$ cat config.mk
export PLATFORM = sky130hd
export DESIGN_NAME = sar_conv_sequencer
export DESIGN_NICKNAME = d
export VERILOG_FILES = /design/src/rtl/sar_conv_sequencer.sv
export SDC_FILE = /design/constraint.sdc
export NUM_CORES = 1
export LEC_CHECK = 0
export CAP_MARGIN = 15
export CORE_ASPECT_RATIO = 1.5
export CORE_MARGIN = 8
export CORE_UTILIZATION = 30
export DETAILED_ROUTE_END_ITERATION = 10
export SLEW_MARGIN = 20
export SYNTH_ARGS = -nofsm -noshare
export SYNTH_HDL_FRONTEND = slang
export SYNTH_SLANG_ARGS = --single-unit
export TNS_END_PERCENT = 30
$ cat constraint.sdc
create_clock -name clk -period 4.4 [get_ports clk]
set_input_delay 0.66 -clock clk [delete_from_list [all_inputs] [get_ports clk]]
set_output_delay 0.66 -clock clk [all_outputs]
set_load 0.02 [all_outputs]
$ cat src/rtl/sar_conv_sequencer.sv
// SAR ADC conversion sequencer: paces cnvst, averages 2^avg_log2 results with rounding,
// and buffers them in a first-word-fall-through FIFO with sticky overflow/timeout flags.
module sar_conv_sequencer #(
    parameter int PERIOD_W   = 8,
    parameter int FIFO_DEPTH = 4,
    parameter int TIMEOUT    = 64
) (
    input  logic                        clk,
    input  logic                        rst,
    input  logic                        enable,
    input  logic [PERIOD_W-1:0]         period,
    input  logic [1:0]                  avg_log2,
    input  logic                        err_clr,
    output logic                        cnvst,
    input  logic [7:0]                  sar_in,
    input  logic                        eoc_in,
    output logic [7:0]                  dout,
    output logic                        dout_valid,
    input  logic                        dout_ready,
    output logic [$clog2(FIFO_DEPTH):0] fifo_level,
    output logic                        overflow,
    output logic                        timeout_err,
    output logic                        busy
);

    localparam int AW = $clog2(FIFO_DEPTH);
    localparam int TW = $clog2(TIMEOUT + 1);

    typedef enum logic [1:0] {IDLE, START, WAIT_EOC, HOLD} state_t;

    state_t              state, state_nx;
    logic [PERIOD_W-1:0] icnt, icnt_nx, icnt_inc;
    logic [TW-1:0]       tcnt, tcnt_nx;
    logic [10:0]         acc, acc_nx;
    logic [2:0]          cnt, cnt_nx;
    logic [1:0]          avg_q, avg_nx;
    logic                push_req, to_set;

    logic [3:0]  win_len;
    logic        win_last;
    logic [11:0] rnd, sum, shifted;
    logic [7:0]  result;
    logic        hold_done, timed_out;

    assign win_len  = 4'd1 << avg_q;
    assign win_last = ({1'b0, cnt} == win_len - 4'd1);

    always_comb begin
        case (avg_q)
            2'd0:    rnd = 12'd0;
            2'd1:    rnd = 12'd1;
            2'd2:    rnd = 12'd2;
            default: rnd = 12'd4;
        endcase
    end

    assign sum     = {1'b0, acc} + {4'b0, sar_in} + rnd;
    assign shifted = sum >> avg_q;
    assign result  = (shifted > 12'd255) ? 8'hFF : shifted[7:0];

    // icnt/tcnt hold the number of cycles elapsed since the cnvst pulse, so the
    // START cycle loads 1 and HOLD exits exactly `period` cycles after cnvst.
    assign icnt_inc  = (icnt == '1) ? icnt : icnt + PERIOD_W'(1);
    assign hold_done = ({1'b0, icnt} + (PERIOD_W+1)'(1)) >= {1'b0, period};
    assign timed_out = (tcnt == TW'(TIMEOUT - 1));

    assign cnvst = (state == START);
    assign busy  = (state != IDLE);

    always_comb begin
        state_nx = state;
        icnt_nx  = icnt;
        tcnt_nx  = tcnt;
        acc_nx   = acc;
        cnt_nx   = cnt;
        avg_nx   = avg_q;
        push_req = 1'b0;
        to_set   = 1'b0;
        case (state)
            IDLE: begin
                if (enable) begin
                    avg_nx   = avg_log2;
                    acc_nx   = '0;
                    cnt_nx   = '0;
                    state_nx = START;
                end
            end
            START: begin
                icnt_nx  = PERIOD_W'(1);
                tcnt_nx  = TW'(1);
                state_nx = WAIT_EOC;
            end
            WAIT_EOC: begin
                icnt_nx = icnt_inc;
                tcnt_nx = tcnt + TW'(1);
                if (eoc_in) begin
                    state_nx = HOLD;
                    if (win_last) begin
                        push_req = 1'b1;
                        acc_nx   = '0;
                        cnt_nx   = '0;
                        avg_nx   = avg_log2;
                    end else begin
                        acc_nx = acc + {3'b0, sar_in};
                        cnt_nx = cnt + 3'd1;
                    end
                end else if (timed_out) begin
                    to_set   = 1'b1;
                    acc_nx   = '0;
                    cnt_nx   = '0;
                    state_nx = HOLD;
                end
            end
            HOLD: begin
                icnt_nx = icnt_inc;
                if (hold_done) begin
                    if (enable) begin
                        state_nx = START;
                    end else begin
                        acc_nx   = '0;
                        cnt_nx   = '0;
                        state_nx = IDLE;
                    end
                end
            end
            default: state_nx = IDLE;
        endcase
    end

    always_ff @(posedge clk or negedge rst) begin
        if (!rst) begin
            state <= IDLE;
            icnt  <= '0;
            tcnt  <= '0;
            acc   <= '0;
            cnt   <= '0;
            avg_q <= '0;
        end else begin
            state <= state_nx;
            icnt  <= icnt_nx;
            tcnt  <= tcnt_nx;
            acc   <= acc_nx;
            cnt   <= cnt_nx;
            avg_q <= avg_nx;
        end
    end

    // Result FIFO; a push into a full FIFO only lands if the head leaves the same cycle.
    logic [7:0]    mem [FIFO_DEPTH];
    logic [AW-1:0] wptr, rptr;
    logic          full, do_push, do_pop, ovf_set;

    assign full       = (fifo_level == (AW+1)'(FIFO_DEPTH));
    assign dout_valid = (fifo_level != '0);
    assign do_pop     = dout_valid & dout_ready;
    assign do_push    = push_req & (~full | do_pop);
    assign ovf_set    = push_req & full & ~do_pop;
    assign dout       = dout_valid ? mem[rptr] : 8'h00;

    always_ff @(posedge clk) begin
        if (do_push) mem[wptr] <= result;
    end

    always_ff @(posedge clk or negedge rst) begin
        if (!rst) begin
            wptr        <= '0;
            rptr        <= '0;
            fifo_level  <= '0;
            overflow    <= 1'b0;
            timeout_err <= 1'b0;
        end else begin
            if (do_push) wptr <= wptr + AW'(1);
            if (do_pop)  rptr <= rptr + AW'(1);
            case ({do_push, do_pop})
                2'b10:   fifo_level <= fifo_level + 1'b1;
                2'b01:   fifo_level <= fifo_level - 1'b1;
                default: fifo_level <= fifo_level;
            endcase
            overflow    <= ovf_set | (overflow & ~err_clr);
            timeout_err <= to_set | (timeout_err & ~err_clr);
        end
    end

endmodule

==> flow_results.xml <==
<?xml version="1.0" encoding="UTF-8"?>
<metrics>
  <group name="worst_setup_path">
    <metric name="reg2regPathDepth" unit="">12</metric>
    <metric name="timing.critical_path.arrival" unit="ns">4.01</metric>
    <metric name="timing.reg2reg.setup_slack" unit="ns">0.70</metric>
    <metric name="worst_ep_required_time" unit="ns">4.44</metric>
    <metric name="rr_endpoint" unit="">mem[3][6]$_DFFE_PP_</metric>
    <metric name="worstPathBufferInverterCount" unit="">3</metric>
    <metric name="worst_setup_path_start_kind" unit="">primary input</metric>
    <metric name="critical-path-slowest-cell" unit="">sky130_fd_sc_hd__fa_1</metric>
    <metric name="worstSetupPathType" unit="">primary input to flip-flop</metric>
    <metric name="worst_setup_path_end_kind" unit="">flip-flop</metric>
    <metric name="crit_chain" unit="">clkdlybuf4s50_1 -&gt; inv_1 -&gt; fa_1 -&gt; inv_1 -&gt; ha_1 -&gt; fa_1 -&gt; a211oi_1 -&gt; o31ai_2 -&gt; o2111ai_1 -&gt; o21ai_1 -&gt; a211oi_1 -&gt; o21ai_1</metric>
    <metric name="worst_reg2reg_path_startpoint" unit="">avg_q[0]$_DFFE_PN0P_</metric>
    <metric name="cp_max_fo" unit="">7</metric>
    <metric name="worst_path_dominant_cell_family" unit="">compound AO/OA/AOI/OAI gates</metric>
    <metric name="worst_path_largest_cell_delay" unit="ns">0.53</metric>
  </group>
  <group name="clock_tree">
    <metric name="post_cts_resize_count" unit="">0</metric>
    <metric name="post-cts-setup-buffers" unit="">0</metric>
    <metric name="clk_root_buffer_cell" unit="">sky130_fd_sc_hd__clkbuf_16</metric>
    <metric name="tritoncts" unit="">yes</metric>
    <metric name="cts_buffers" unit="">9</metric>
    <metric name="cts.reportedPaths.clkPinSlew" unit="ns">0.06</metric>
    <metric name="clkLatencyLatePin" unit="ns">0.33</metric>
    <metric name="cts_hold_buf" unit="">0</metric>
    <metric name="clock_sinks" unit="">74</metric>
    <metric name="ctsHtreeMaxLevel" unit="">3</metric>
    <metric name="cts_buffer_depth" unit="">2</metric>
  </group>
  <group name="timing">
    <metric name="grt_setup_unrepaired" unit="">false</metric>
    <metric name="fin_setup_tns" unit="ns">0</metric>
    <metric name="min_period" unit="ns">3.97</metric>
    <metric name="holdWs" unit="ns">0.322</metric>
    <metric name="timing_max_transition_violations_final" unit="">0</metric>
    <metric name="period_utilisation_layout" unit="%">90.3</metric>
    <metric name="hold_viol_final" unit="">0</metric>
    <metric name="slew_headroom" unit="%">57.7</metric>
    <metric name="max_slew.worst_pin.slew" unit="ns">0.634</metric>
    <metric name="finalClockSkew" unit="ns">0.00896</metric>
    <metric name="max_freq" unit="MHz">252</metric>
    <metric name="worst_slack" unit="ns">0.428</metric>
    <metric name="timing.final.setup_violations" unit="">0</metric>
  </group>
  <group name="global_routing">
    <metric name="wire_length_of_the_first_global_routing_pass" unit="µm">18200</metric>
    <metric name="first_global_vias" unit="">3851</metric>
    <metric name="grt_start_max_net_pins" unit="">43</metric>
    <metric name="track_usage" unit="%">10.9</metric>
    <metric name="globalRouteOverflowTotal" unit="">0</metric>
    <metric name="grt_antenna_before_repair" unit="">0</metric>
  </group>
  <group name="route">
    <metric name="drt_iter0_drc" unit="">188</metric>
    <metric name="antenna_left" unit="">0</metric>
    <metric name="vias_after_detailed_routing" unit="">3740</metric>
    <metric name="drtPass1Iterations" unit="">4</metric>
    <metric name="drcViolationCount" unit="">0</metric>
    <metric name="wirelength" unit="µm">10800</metric>
    <metric name="detail_route.vias_per_cell" unit="">5.14</metric>
    <metric name="route.detailed.wl_per_inst" unit="µm">14.8</metric>
  </group>
  <group name="synthesis">
    <metric name="yosys_warnings" unit="">0</metric>
    <metric name="synth.cell_area" unit="µm²">4870</metric>
    <metric name="synth_most_common_cell" unit="">sky130_fd_sc_hd__dfrtp_1</metric>
    <metric name="ys_dominant_reg_cell" unit="">sky130_fd_sc_hd__dfrtp_1</metric>
    <metric name="synth_area_leader_cell" unit="">sky130_fd_sc_hd__dfrtp_1</metric>
    <metric name="synthesis.nets" unit="">544</metric>
    <metric name="postSynthRegisterBits" unit="">74</metric>
    <metric name="synth-edff-count" unit="">32</metric>
    <metric name="post-synth-top-area-fraction" unit="%">21.6</metric>
    <metric name="yosys-top-cells-area" unit="">sky130_fd_sc_hd__dfrtp_1 (22%), sky130_fd_sc_hd__edfxtp_1 (20%), sky130_fd_sc_hd__ha_1 (9.0%), sky130_fd_sc_hd__fa_1 (4.1%), sky130_fd_sc_hd__mux4_2 (3.7%)</metric>
    <metric name="postSynthCellCount" unit="">475</metric>
    <metric name="asyncSetResetFlopFracSynth" unit="%">56.8</metric>
    <metric name="synth.cells.most_frequent" unit="">sky130_fd_sc_hd__dfrtp_1 (42), sky130_fd_sc_hd__inv_1 (41), sky130_fd_sc_hd__ha_1 (35)</metric>
    <metric name="yosys.cell_types.count" unit="">59</metric>
    <metric name="ys_seq_area_share" unit="%">41.3</metric>
    <metric name="synth_area_per_cell" unit="µm²">10.2</metric>
  </group>
  <group name="place">
    <metric name="dp_worst_slack" unit="ns">0.0687</metric>
    <metric name="routabilityCongestion" unit="">0.825</metric>
    <metric name="port_buffers" unit="">39</metric>
    <metric name="hpwlAfterDp" unit="µm">8310</metric>
  </group>
  <group name="die">
    <metric name="starting_density_of_the_core" unit="%">30.3</metric>
    <metric name="die_outline_height" unit="µm">172</metric>
    <metric name="floorplan.rows" unit="">57</metric>
    <metric name="core" unit="µm²">16000</metric>
    <metric name="dieArea" unit="µm²">20600</metric>
    <metric name="chipWidth" unit="µm">120</metric>
    <metric name="io-pin-count" unit="">40</metric>
  </group>
  <group name="job">
    <metric name="timing.max_cap.violations" unit="">0</metric>
  </group>
  <group name="status">
    <metric name="run_status" unit="">complete, no violations</metric>
  </group>
  <group name="final_layout">
    <metric name="antennaDiodeCount" unit="">0</metric>
    <metric name="fillerInstances" unit="">1577</metric>
    <metric name="design.final.nets" unit="">585</metric>
    <metric name="area_growth" unit="%">19.3</metric>
    <metric name="post_route_cells_drive_above_1_share" unit="%">6.91</metric>
  </group>
  <group name="power_and_ir_drop">
    <metric name="cellLeakagePower" unit="nW">2.38</metric>
    <metric name="worst_ir_drop_vdd" unit="V">0.000272</metric>
    <metric name="power_per_cell_area" unit="nW/µm²">699</metric>
  </group>
  <group name="hold_path">
    <metric name="min-delay-path-class" unit="">primary input to async pin</metric>
  </group>
</metrics>
logic make-up (layout without fill, tap and decap cells):
group                    count (synthesis)  after routing  synth area share (%)
flip-flops                              74             74                  41.3
AO/OA/AOI/OAI                          129            129                  17.3
buffers and inverters                   57            103                  4.42
multiplexers                            18             18                  5.81
adder cells (fa/ha/maj)                 45             45                  13.1
AND/OR/NAND/NOR                        128            128                  13.7
XOR/XNOR                                24             24                  4.32
stage by stage:
stage	utilization [%]	power (mW)	cells	cell area (µm²)
4_1_cts	36.2	4.10	727	5800
5_1_grt	36.2	4.41	727	5810
3_3_place_gp	34.2	3.24	711	5490
2_1_floorplan	-	2.69	475	4870
3_5_place_dp	34.2	3.30	711	5490
6_report	36.2	4.06	727	5810
registers in the layout (all words and copies together) (netlist names):
signal / flops
mem: 32
acc: 11
icnt: 8
tcnt: 7
cnt: 3
fifo_level: 3
avg_q: 2
rptr: 2
state: 2
wptr: 2
overflow: 1
timeout_err: 1
where the power goes:
| group | internal (mW) | switching (mW) |
|---|---|---|
| clock network | 0.512 | 0.273 |
| registers | 0.975 | 0.165 |
| logic | 0.894 | 1.24 |
layout make-up:
class,instances,area (µm²),share of cell area (%)
Clock buffer,13,250,4.31
Inverter,44,165,2.84
Clock inverter,3,65.1,1.12
Timing Repair Buffer,43,418,7.20
Sequential cell,74,2010,34.6
Tap cell,206,258,4.44
Multi-Input combinational cell,344,2640,45.4
metal layers:
layer	global-route usage [%]	vias up	routed length (µm)
met1	10.6	1828	4070
met4	6.60	0	385
met5	0	-	0
met3	1.47	25	318
li1	-	1826	-
met2	21.2	61	5990
worst max path at each step:
| stage | from | to | slack (ns) | cells past startpoint |
|---|---|---|---|---|
| finish | sar_in[1] | mem[3][6]$_DFFE_PP_ | 0.43 | 12 |
| global route | sar_in[1] | mem[1][6]$_DFFE_PP_ | 0.14 | 12 |
| CTS | sar_in[1] | mem[0][6]$_DFFE_PP_ | 0.42 | 12 |
| detailed placement | sar_in[1] | mem[2][6]$_DFFE_PP_ | 0.07 | 12 |
| global placement | sar_in[1] | mem[0][6]$_DFFE_PP_ | 0.17 | 12 |
| floorplan | avg_q[0]$_DFFE_PN0P_ | mem[0][4]$_DFFE_PP_ | 0.82 | 13 |
worst reg2reg max path: stages (launching register included):
cell and delay (ns):
sky130_fd_sc_hd__dfrtp_1 0.39, sky130_fd_sc_hd__inv_2 0.18, sky130_fd_sc_hd__nand2_1 0.11, sky130_fd_sc_hd__fa_1 0.48, sky130_fd_sc_hd__inv_1 0.04, sky130_fd_sc_hd__ha_1 0.23, sky130_fd_sc_hd__fa_1 0.42, sky130_fd_sc_hd__a211oi_1 0.38
sky130_fd_sc_hd__o31ai_2 0.17, sky130_fd_sc_hd__o2111ai_1 0.31, sky130_fd_sc_hd__o21ai_1 0.26, sky130_fd_sc_hd__a211oi_1 0.27, sky130_fd_sc_hd__o21ai_1 0.17
cell usage in the layout (no fill, tap or decap), types with 10 or more instances in the layout:
| master | n |
|---|---|
| sky130_fd_sc_hd__dfrtp_1 | 42 |
| sky130_fd_sc_hd__inv_1 | 41 |
| sky130_fd_sc_hd__clkdlybuf4s50_1 | 38 |
| sky130_fd_sc_hd__ha_1 | 35 |
| sky130_fd_sc_hd__o21ai_0 | 34 |
| sky130_fd_sc_hd__nand2_1 | 32 |
| sky130_fd_sc_hd__edfxtp_1 | 32 |
| sky130_fd_sc_hd__nor2_1 | 21 |
| sky130_fd_sc_hd__a21oi_1 | 18 |
| sky130_fd_sc_hd__nand3_1 | 18 |
| sky130_fd_sc_hd__xnor2_1 | 15 |
| sky130_fd_sc_hd__and2_1 | 13 |
| sky130_fd_sc_hd__a211oi_1 | 12 |
| sky130_fd_sc_hd__o31ai_1 | 12 |
| sky130_fd_sc_hd__o21ai_1 | 10 |
| sky130_fd_sc_hd__fa_1 | 10 |
Note: power is estimated with default switching activity, not from simulation.
